===== src/rtl/blob_stream_tx.sv =====
// blob_stream_tx
//   Transmit side of the inter-layer blob stream. On an accepted start, reads
//   FRAME_LEN consecutive words from a synchronous RAM with 1-cycle read latency,
//   beginning at base_addr. The address wraps modulo 2^AW. The words go out on
//   blob_dout* through a small prefetch FIFO, so the stream can sustain one word
//   per cycle.
//
// Ports
//   clk, rst        clock (rising edge); asynchronous active-low reset
//   start           1-cycle pulse, accepted only in IDLE; base_addr sampled then
//   busy            high from the accepted start through the done cycle
//   done            1-cycle pulse, the cycle after the eop word transferred
//   mem_rd_en/addr  RAM read strobe and address
//   mem_rd_data     RAM data, valid the cycle after mem_rd_en
//   blob_dout_rdy   receiver can take a word this cycle
//   blob_dout_en    word transferred this cycle
//   blob_dout_eop   last word of the frame (only together with blob_dout_en)
//   blob_dout       output word (FIFO head)
//   state_dbg       current FSM state (0 IDLE, 1 RUN, 2 DRAIN, 3 DONE)
//
// Handshake: blob_dout_en = blob_dout_rdy & FIFO-not-empty, combinational from
//   rdy. Every cycle with en high is exactly one transferred word, with no
//   separate ack. While rdy is low, en stays low and blob_dout holds the head word.
module blob_stream_tx #(
  parameter int DW        = 16,
  parameter int AW        = 10,
  parameter int FRAME_LEN = 512,
  parameter int BUF_DEPTH = 4
) (
  input  logic          clk,
  input  logic          rst,
  input  logic          start,
  input  logic [AW-1:0] base_addr,
  output logic          busy,
  output logic          done,
  output logic          mem_rd_en,
  output logic [AW-1:0] mem_rd_addr,
  input  logic [DW-1:0] mem_rd_data,
  input  logic          blob_dout_rdy,
  output logic          blob_dout_en,
  output logic          blob_dout_eop,
  output logic [DW-1:0] blob_dout,
  output logic [1:0]    state_dbg
);

  localparam int PW = (BUF_DEPTH > 1) ? $clog2(BUF_DEPTH) : 1;
  localparam int CW = PW + 1;
  localparam logic [AW:0] LAST    = (AW+1)'(FRAME_LEN - 1);
  localparam logic [CW:0] DEPTH_W = (CW+1)'(BUF_DEPTH);

  typedef enum logic [1:0] {S_IDLE = 2'd0, S_RUN = 2'd1, S_DRAIN = 2'd2, S_DONE = 2'd3} state_t;

  state_t        state_q, state_d;
  logic [AW-1:0] base_q;
  logic [AW:0]   rd_cnt_q;
  logic [AW:0]   pop_cnt_q;
  logic          inflight_q;
  logic [DW-1:0] fifo_mem [BUF_DEPTH];
  logic [PW-1:0] wr_ptr_q, rd_ptr_q;
  logic [CW-1:0] count_q;
  logic          fifo_empty, push, pop, accept;
  logic [CW:0]   occupancy;

  assign fifo_empty    = (count_q == '0);
  assign push          = inflight_q;
  assign pop           = blob_dout_en;
  assign accept        = (state_q == S_IDLE) && start;

  // A read in flight already owns a FIFO slot, so it counts toward occupancy.
  // This keeps the FIFO from overflowing even when rdy stalls.
  assign occupancy     = {1'b0, count_q} + {{CW{1'b0}}, inflight_q};
  assign mem_rd_en     = (state_q == S_RUN) && (occupancy < DEPTH_W);
  assign mem_rd_addr   = base_q + rd_cnt_q[AW-1:0];

  assign blob_dout_en  = blob_dout_rdy && !fifo_empty;
  assign blob_dout_eop = blob_dout_en && (pop_cnt_q == LAST);
  assign blob_dout     = fifo_mem[rd_ptr_q];

  assign busy          = (state_q != S_IDLE);
  assign done          = (state_q == S_DONE);
  assign state_dbg     = state_q;

  always_comb begin
    state_d = state_q;
    unique case (state_q)
      S_IDLE:  if (start) state_d = S_RUN;
      S_RUN:   if (mem_rd_en && (rd_cnt_q == LAST)) state_d = S_DRAIN;
      S_DRAIN: if (blob_dout_eop) state_d = S_DONE;
      S_DONE:  state_d = S_IDLE;
      default: state_d = S_IDLE;
    endcase
  end

  always_ff @(posedge clk or negedge rst) begin
    if (!rst) state_q <= S_IDLE;
    else      state_q <= state_d;
  end

  // Frame counters: rd_cnt tracks issued reads, pop_cnt tracks transferred words.
  always_ff @(posedge clk or negedge rst) begin
    if (!rst) begin
      base_q     <= '0;
      rd_cnt_q   <= '0;
      pop_cnt_q  <= '0;
      inflight_q <= 1'b0;
    end else begin
      inflight_q <= mem_rd_en;
      if (accept) begin
        base_q    <= base_addr;
        rd_cnt_q  <= '0;
        pop_cnt_q <= '0;
      end else begin
        if (mem_rd_en) rd_cnt_q  <= rd_cnt_q + 1'b1;
        if (pop)       pop_cnt_q <= pop_cnt_q + 1'b1;
      end
    end
  end

  // Prefetch FIFO. The storage is reset so that blob_dout reads 0 out of reset.
  always_ff @(posedge clk or negedge rst) begin
    if (!rst) begin
      for (int i = 0; i < BUF_DEPTH; i++) fifo_mem[i] <= '0;
      wr_ptr_q <= '0;
      rd_ptr_q <= '0;
      count_q  <= '0;
    end else begin
      if (push) begin
        fifo_mem[wr_ptr_q] <= mem_rd_data;
        wr_ptr_q           <= wr_ptr_q + 1'b1;
      end
      if (pop) rd_ptr_q <= rd_ptr_q + 1'b1;
      if (push && !pop)      count_q <= count_q + 1'b1;
      else if (pop && !push) count_q <= count_q - 1'b1;
    end
  end

endmodule

===== config.mk =====
export PLATFORM = sky130hd
export DESIGN_NAME = blob_stream_tx
export DESIGN_NICKNAME = d
export VERILOG_FILES = /design/src/rtl/blob_stream_tx.sv
export SDC_FILE = /design/constraint.sdc
export NUM_CORES = 1
export LEC_CHECK = 0
export CAP_MARGIN = 20
export CORE_MARGIN = 2
export CORE_UTILIZATION = 40
export CTS_CLUSTER_DIAMETER = 60
export CTS_CLUSTER_SIZE = 16
export DETAILED_ROUTE_END_ITERATION = 7
export GPL_TIMING_DRIVEN = 0
export PLACE_DENSITY_LB_ADDON = 0.12
export SLEW_MARGIN = 40
export SYNTH_ARGS = -nofsm -noshare
export SYNTH_HDL_FRONTEND = slang
export SYNTH_SLANG_ARGS = --single-unit
export TNS_END_PERCENT = 50

===== constraint.sdc =====
create_clock -name clk -period 2.5 [get_ports clk]
set_input_delay 0.75 -clock clk [delete_from_list [all_inputs] [get_ports clk]]
set_output_delay 0.75 -clock clk [all_outputs]
set_load 0.05 [all_outputs]

==> summary.md, run 1 <==
| Metric | Value |
|---|---|
| Worst path top cell family by delay | compound AO/OA/AOI/OAI gates |
| Largest net degree at the start of global routing | 57 |
| Sequential fraction of the synthesis area | 51.8% |
| Cell breakdown of the critical path | ha_2 -> inv_2 -> fa_2 -> nor2b_2 -> o2111ai_2 -> nand3_2 -> o41ai_4 -> xnor2_2 -> buf_6 |
| Number of global-route vias before repair | 3,501 |
| Final setup TNS | -1990 ps |
| GRT Overall Usage | 16.4% |
| Distinct cells, synth | 37 |
| Die X | 117 um |
| Max Cap Viol | 0 |
| Number of fill cells | 1,073 |
| Initial Util | about two fifths |
| Period Utilization, post-route | 116% |
| Nets | 537 |
| Buf+Inv Stages, Crit Path | 2 |
| CTS root buf | clkbuf_16 |
| Setup Skew | between 6 and 7 ps |
| FFs w/ async S/R, synth | 100% |
| Worst-margin pin slew | 720 ps |
| I/O pins | 63 |
| Global-route wire length before repair | 17.2 mm |
| H-tree depth reported by CTS | 3 |
| Synth Area in Compound Gates | under 10% |
| Dpl ws | -1110 ps |
| Area taken by flip-flops and latches | 2660 um2 |
| Placed inst area | 6090 um2 |
| ANT nets after route | 0 |
| Drt drc | 0 |
| Final Instance Area | 6780 um2 |
| Failing checks | setup timing |
| Crit Path Class | flip-flop to primary output |
| Worst EP required | 1750 ps |
| Core area | 12,600 um2 |
| Worst-path clk slew | 70 ps |
| # placed instances | 624 |
| Rows | 41 |
| Reg2reg setup slack | roughly 230 ps |
| Multi-input gate area | 2610 um2 |
| Cell area after synthesis | 5120 um2 |
| RD Place Congestion | 0.766 |
| CTS Buffer Depth | 2 |
| Port bufs | 62 |
| Maximum vdd ir drop | around 0.99 mV |
| Worst path max stage delay | 390 ps |
| Pre-antenna DRT Iters | 4 |
| Finished Layout Cells | 661 |
| Setup Viol. Count Final | 9 |
| Die height | between 100 and 150 um |
| Share of layout cells above drive strength 1 | between 40% and 50% |
| Die ar. | 13,700 um2 |
| Pleak | 2.93 nW |
| Wire per inst | 15.5 um |
| Unrepaired setup endpoints after global routing | true |
| Mux cell area share after synthesis | 23.6% |
| Hold_buf cts | 0 |
| Initial antenna violation count | 0 |
| Fin worst setup slack | -412 ps |
| Via count | 3,300 |
| Hold_ws | 318 ps |
| Syn nets | 442 |
| Number of synthesized flops with an enable pin | 0 |
| Main combinational cell family by area after synthesis | multiplexers |
| Yosys warns | 0 |
| Max-Slew Margin vs Limit | 52.0% |
| CTS buffer count | 9 |
| Number of vias per cell | roughly 5.0 |
| Detailed placement HPWL | 6.83 mm |
| CTS sink cnt | 106 |
| Pwr per Cell Area | around 1500 nW/um2 |
| Post-Synth Simple-Gate Area | 7.96% |
| Slew Viols, Final | 0 |
| Path type of the worst min-delay path | primary input to async pin |
| Post-Synth XOR/XNOR Area | 5.81% |
| Mapped Avg Cell Area | 13.2 um2 |
| Initial drt markers | 111 |
| Most used DFF post-synth | dfrtp_1 |
| Critical path peak fanout | 2 |
| Hold Vio Cnt, Final | 0 |
| Synth-to-Final Area Change | 32.2% |
| Startpoint types | flip-flop |
| Aggregate routed wire length | 10.3 mm |
| Tmin final | 2910 ps |
| Congestion Overflow GR | 0 |
| Fmax | 343 MHz |
| Cell count after synthesis | 389 |
| Ant diodes | 0 |
| Skew-Pair Late Insertion Delay | 350 ps |
| Crit end category | primary output |
| #FFs+latches synth | between 100 and 150 |
| CTS tree | yes |
| Slowest-stage cell, CP | dfrtp_1 |
| Adder-Cell Fraction of Synth Area | 5.91% |
| Status | finished, violations left |
| Worst EP arrival | between 2000 and 2500 ps |
==> Yosys cell counts, types with 2 or more instances <==
cell	count	area, um2
nand2_1	22	82.6
nor3_1	6	30.0
xor2_1	18	158
clkbuf_1	10	37.5
nor2b_1	3	18.8
buf_2	2	10.0
mux4_2	16	360
ha_1	21	263
mux2_2	74	833
fa_1	2	40.0
inv_1	15	56.3
nand4_1	2	12.5
a21oi_1	7	35.0
a21o_1	3	22.5
xnor2_1	16	140
o21ai_0	3	15.0
dfrtp_1	106	2650
o2111ai_1	2	17.5
and2_1	2	12.5
nand3_1	14	70.1
nor2_1	29	109
==> final cells by class <==
type	instances	area share, %
well taps	172	3.18
plain buffers	10	0.794
clock inverters	6	1.35
repair buffers	87	12.7
flip-flops and latches	106	39.2
clock buffers	10	3.38
multi-input cells	255	38.5
inverters	15	0.831
==> registers in the layout (all words and copies together) (netlist names) <==
register	cells
rd_cnt_q	11
count_q	3
pop_cnt_q	11
rd_ptr_q	2
base_q	10
state_dbg	2
inflight_q	1
wr_ptr_q	2
fifo_mem	64
==> layout by cell type (no fill, tap or decap), drive strengths merged, types with 3 or more instances in the layout <==
| cell type | synthesis | final |
|---|---|---|
| a21o | 3 | 3 |
| a21oi | 7 | 7 |
| buf | 3 | 51 |
| clkbuf | 10 | 23 |
| clkdlybuf4s50 | 0 | 29 |
| clkinvlp | 0 | 3 |
| dfrtp | 106 | 106 |
| ha | 21 | 21 |
| inv | 15 | 15 |
| mux2 | 75 | 75 |
| mux4 | 16 | 16 |
| nand2 | 22 | 22 |
| nand3 | 14 | 14 |
| nor2 | 29 | 29 |
| nor2b | 3 | 3 |
| nor3 | 7 | 7 |
| o21ai | 3 | 3 |
| xnor2 | 16 | 16 |
| xor2 | 18 | 18 |
==> metrics by stage <==
step	power, mW	utilization, %
2_1_floorplan	6.63	-
3_3_place_gp	7.96	48.2
3_5_place_dp	8.05	48.5
4_1_cts	9.88	53.4
5_1_grt	10.6	53.9
6_report	9.93	53.9
==> timing repair <==
item	CTS	global route
pin swaps	16	13
setup endpoints to repair	50	31
gates resized for setup	202	28
buffers inserted	20	6
==> power breakdown <==
group	internal, mW	switching, mW	leakage, nW
Combinational	2.48	2.96	1.51
Clock	0.880	0.630	0.145
Sequential	2.48	0.505	1.28
==> kinds of logic (layout without fill, tap and decap cells) <==
kind of cell / Yosys count / after routing
AO/OA/AOI/OAI: 21 / 21
XOR/XNOR: 34 / 34
adder cells (fa/ha/maj): 23 / 23
buffers and inverters: 28 / 128
flip-flops: 106 / 106
multiplexers: 91 / 91
AND/OR/NAND/NOR: 86 / 86
==> path summary, 6_finish.rpt <==
kind / from / end / cells past startpoint
worst max register to register: state_dbg[0] / rd_cnt_q[2] / 7
min in group clk: fifo_mem[27] / fifo_mem[27] / 1
worst min-delay path: rst / fifo_mem[48] / 1
worst min register to register: fifo_mem[27] / fifo_mem[27] / 1
max in group asynchronous: rst / count_q[1] / 2
worst max-delay path: base_q[0] / mem_rd_addr[8] / 9
==> worst reg2reg max path, cell delays in order, from the launching register on <==
cell and delay [ps]:
dfrtp_1 430, inv_1 140, ha_1 180, and2_1 120
clkbuf_1 330, clkbuf_2 340, clkbuf_1 460, nor2_1 140
==> metal layers <==
layer	global-route usage (%)	part of all wire, %
met4	5.18	1.5
met1	21.9	46
met2	26.6	48
met5	0	0
met3	3.86	3.5
No activity file was read; power rests on OpenSTA's default activity.
==> run 2, diff against run 1 <==
- CORE_ASPECT_RATIO: unset -> 0.5
==> run 2 against run 1 <==
  * The run still ends with setup timing left
  * Via count decreased by 1.4%
  * Sequential cell count unchanged
  * Clock skew increased by 5.6 ps
  * Combinational power decreased by 3%
  * Critical path type unchanged
==> summary.md, run 2 (synthesis results as in run 1) <==
| Metric | Value |
|---|---|
| Slew Viols, Final | 0 (unchanged) |
| Crit end category | primary output |
| Int Power | 5.54 mW (-5.1%) |
| Met1 WL | 4.75 mm (-0.46%) |
| RD Place Congestion | 0.734 (-4.2%) |
| Fin worst setup slack | -415 ps (-3.11 ps) |
| Fmax | 343 MHz (-0.11%) |
| Final setup TNS | -2020 ps (-23.8 ps) |
| Sequential power share | 30.9% (+0.9 points) |
| Initial drt markers | 112 (+0.90%) |
| Path type of the worst min-delay path | primary input to async pin |
| Comb pwr share | 54.9% (about the same) |
| Number of vias per cell | 4.95 (-0.79%) |
| Unrepaired setup endpoints after global routing | true |
| Congestion Overflow GR | 0 (unchanged) |
| Die X | 164 um (+40%) |
| Routed length on met2 | 4.77 mm (-4.1%) |
| Die height | 84.0 um (-28%) |
| Setup Viol. Count Final | 8 (-1) |
| Max-Slew Margin vs Limit | 53.5% (+1.5 points) |
| Number of fill cells | 1,079 (+0.56%) |
| Ant diodes | 0 (unchanged) |
| Finished Layout Cells | 657 (-0.61%) |
| Largest net degree at the start of global routing | 68 (+19%) |
| Reg2reg end | state_dbg[1] |
| Final Instance Area | 6690 um2 (-1.3%) |
| Share of layout cells above drive strength 1 | 41.3% (about the same) |
| Status | finished, violations left |
| Pre-antenna DRT Iters | 4 (unchanged) |
| Port bufs | 62 (unchanged) |
| Critical R2R Launch | state_dbg[1] |
| Setup Skew | 12.0 ps (+5.62 ps) |
| Dpl ws | -1130 ps (-21.7 ps) |
| Maximum vdd ir drop | 0.865 mV (-13%) |
| Placed inst area | 6080 um2 (-0.16%) |
| Detailed placement HPWL | 6.57 mm (-3.9%) |
| Metal3 WL | 334 um (-8.0%) |
| Top flop regs | fifo_mem: 64 flops, pop_cnt_q: 11 flops, rd_cnt_q: 11 flops |
| Failing checks | setup timing |
| Initial Util | 40.7% (-0.073 points) |
| Worst EP arrival | 2170 ps (about the same) |
| Tmin final | 2920 ps (+3.11 ps) |
| Most frequent cells in the layout | 102 x dfrtp_1, 74 x mux2_2, 29 x clkdlybuf4s50_1, 27 x nor2_1, 24 x buf_4 |
| Via count | 3,254 (-1.4%) |
| Hold Vio Cnt, Final | 0 (unchanged) |
| CTS tree | yes |
| Crit Path Class | flip-flop to primary output |
| H-tree depth reported by CTS | 3 (unchanged) |
| CTS Buffer Depth | 2 (unchanged) |
| Number of global-route vias before repair | 3,387 (-3.3%) |
| Pwr per Cell Area | 1440 nW/um2 (-1.6%) |
| Startpoint types | flip-flop |
| Crit path to | mem_rd_addr[6] |
| Most common cell after layout, fill and taps aside | dfrtp_1 |
| Period Utilization, post-route | 117% (+0.12 points) |
| Largest Register | fifo_mem |
| Max Cap Viol | 0 (unchanged) |
| Top Metal Used | met4 |
| ANT nets after route | 0 (unchanged) |
| Initial antenna violation count | 0 (unchanged) |
| Skew-Pair Late Insertion Delay | 350 ps (about the same) |
| Drt drc | 0 (unchanged) |
| Rows | 29 (-29%) |
| Synth-to-Final Area Change | 30.5% |
| Nets | 535 (-0.37%) |
| Sw frac | 42.6% (+1.3 points) |
| Global-route wire length before repair | 17.0 mm (-0.84%) |
| Worst-path clk slew | 70 ps (about the same) |
| Core area | 12,600 um2 (+0.18%) |
| CTS sink cnt | 106 (unchanged) |
| # placed instances | 622 (-0.32%) |
| First element of the critical path | rd_cnt_q[0] |
| Reg2reg setup slack | 370 ps (+140 ps) |
| CTS root buf | clkbuf_16 |
| R2R depth | 7 (unchanged) |
| Critical path peak fanout | 2 (unchanged) |
| I/O pins | 63 (unchanged) |
| Pleak | 2.92 nW (-0.47%) |
| Wire per inst | 15.1 um (-2.6%) |
| Clk pwr share | 14.2% (-1.0 points) |
| Worst EP required | 1750 ps (about the same) |
| CTS buffer count | 9 (unchanged) |
| Aggregate routed wire length | 9.95 mm (-3.2%) |
| Die ar. | 13,800 um2 (+0.40%) |
| Max reg flops | 64 (unchanged) |
| Worst-margin pin slew | 698 ps (-22.6 ps) |
| Sw power | 4.11 mW (+0.22%) |
| GRT Overall Usage | 15.9% (-0.49 points) |
-- run 2: cell count changes in the layout (fill, tap and decap cells not counted), sizes merged --
cell	delta
clkinv	-1
dlymetal6s2s	+1
inv	+4
clkinvlp	-1
buf	-2
bufinv	-2
dlygate4sd2	-1
-- run 2: critical path, cell delays in order, from the launching register on --
cell	delay [ps]
dfrtp_1	360
ha_2	190
inv_2	40
fa_2	360
nor2b_4	130
o2111ai_2	120
nand3_2	120
buf_4	130
nor2_4	40
xnor2_4	160
buf_6	170
-- run 2: what timing repair did --
item,CTS,global route
hold buffers,0,0
setup buffers,12,9
pin swaps,17,8
endpoints found under the setup margin,50,44
gates resized for setup,198,24
-- run 2: final cells by class --
type                       count  area [um2]  share of cell area [%]
sequential                   106        2660                    39.7
multi-input combinational    255        2620                    39.2
timing repair buffer          84         769                    11.5
clock buffer                  10         229                    3.42
tap                          170         213                    3.18
buffer                        11        85.1                    1.27
inverter                      15        56.3                   0.842
clock inverter                 6        55.1                   0.823
-- run 2: how the worst min path moves through the flow --
| stage | start | to | slack (ps) | depth (start not counted) |
|---|---|---|---|---|
| after floorplan | rst | base_q[0] | 450 | 0 |
| after global placement | fifo_mem[31] | fifo_mem[31] | 480 | 1 |
| after detailed placement | fifo_mem[58] | fifo_mem[58] | 490 | 1 |
| after CTS | rst | base_q[4] | 360 | 1 |
| after global routing | rst | base_q[3] | 370 | 1 |
| final | rst | base_q[3] | 340 | 1 |
-- run 2: routing by layer --
| metal | GRT usage, % | vias to the layer above |
|---|---|---|
| met1 | 21.7 | 1641 |
| met4 | 3.35 | 0 |
| met3 | 4.32 | 11 |
| li1 | - | 1562 |
| met5 | 0 | - |
| met2 | 25.5 | 40 |
-- run 2: power groups by stage --
stage | Sequential (mW) | Combinational [mW] | Clock [mW]
floorplan | 2.87 | 3.77 | 0
global placement | 2.92 | 5.07 | 0
detailed placement | 2.93 | 5.10 | 0
CTS | 2.95 | 5.24 | 1.42
global route | 3.09 | 5.66 | 1.50
finish | 2.98 | 5.29 | 1.37
-- run 2: per-stage QoR --
step / utilization (%) / power (mW) / hold WS, ps
6_report: 53.1 / 9.64 / 338
5_1_grt: 53.1 / 10.2 / 370
4_1_cts: 52.3 / 9.61 / 364
3_5_place_dp: 48.3 / 8.03 / 490
3_3_place_gp: 48.1 / 7.98 / 482
2_1_floorplan: - / 6.63 / 454
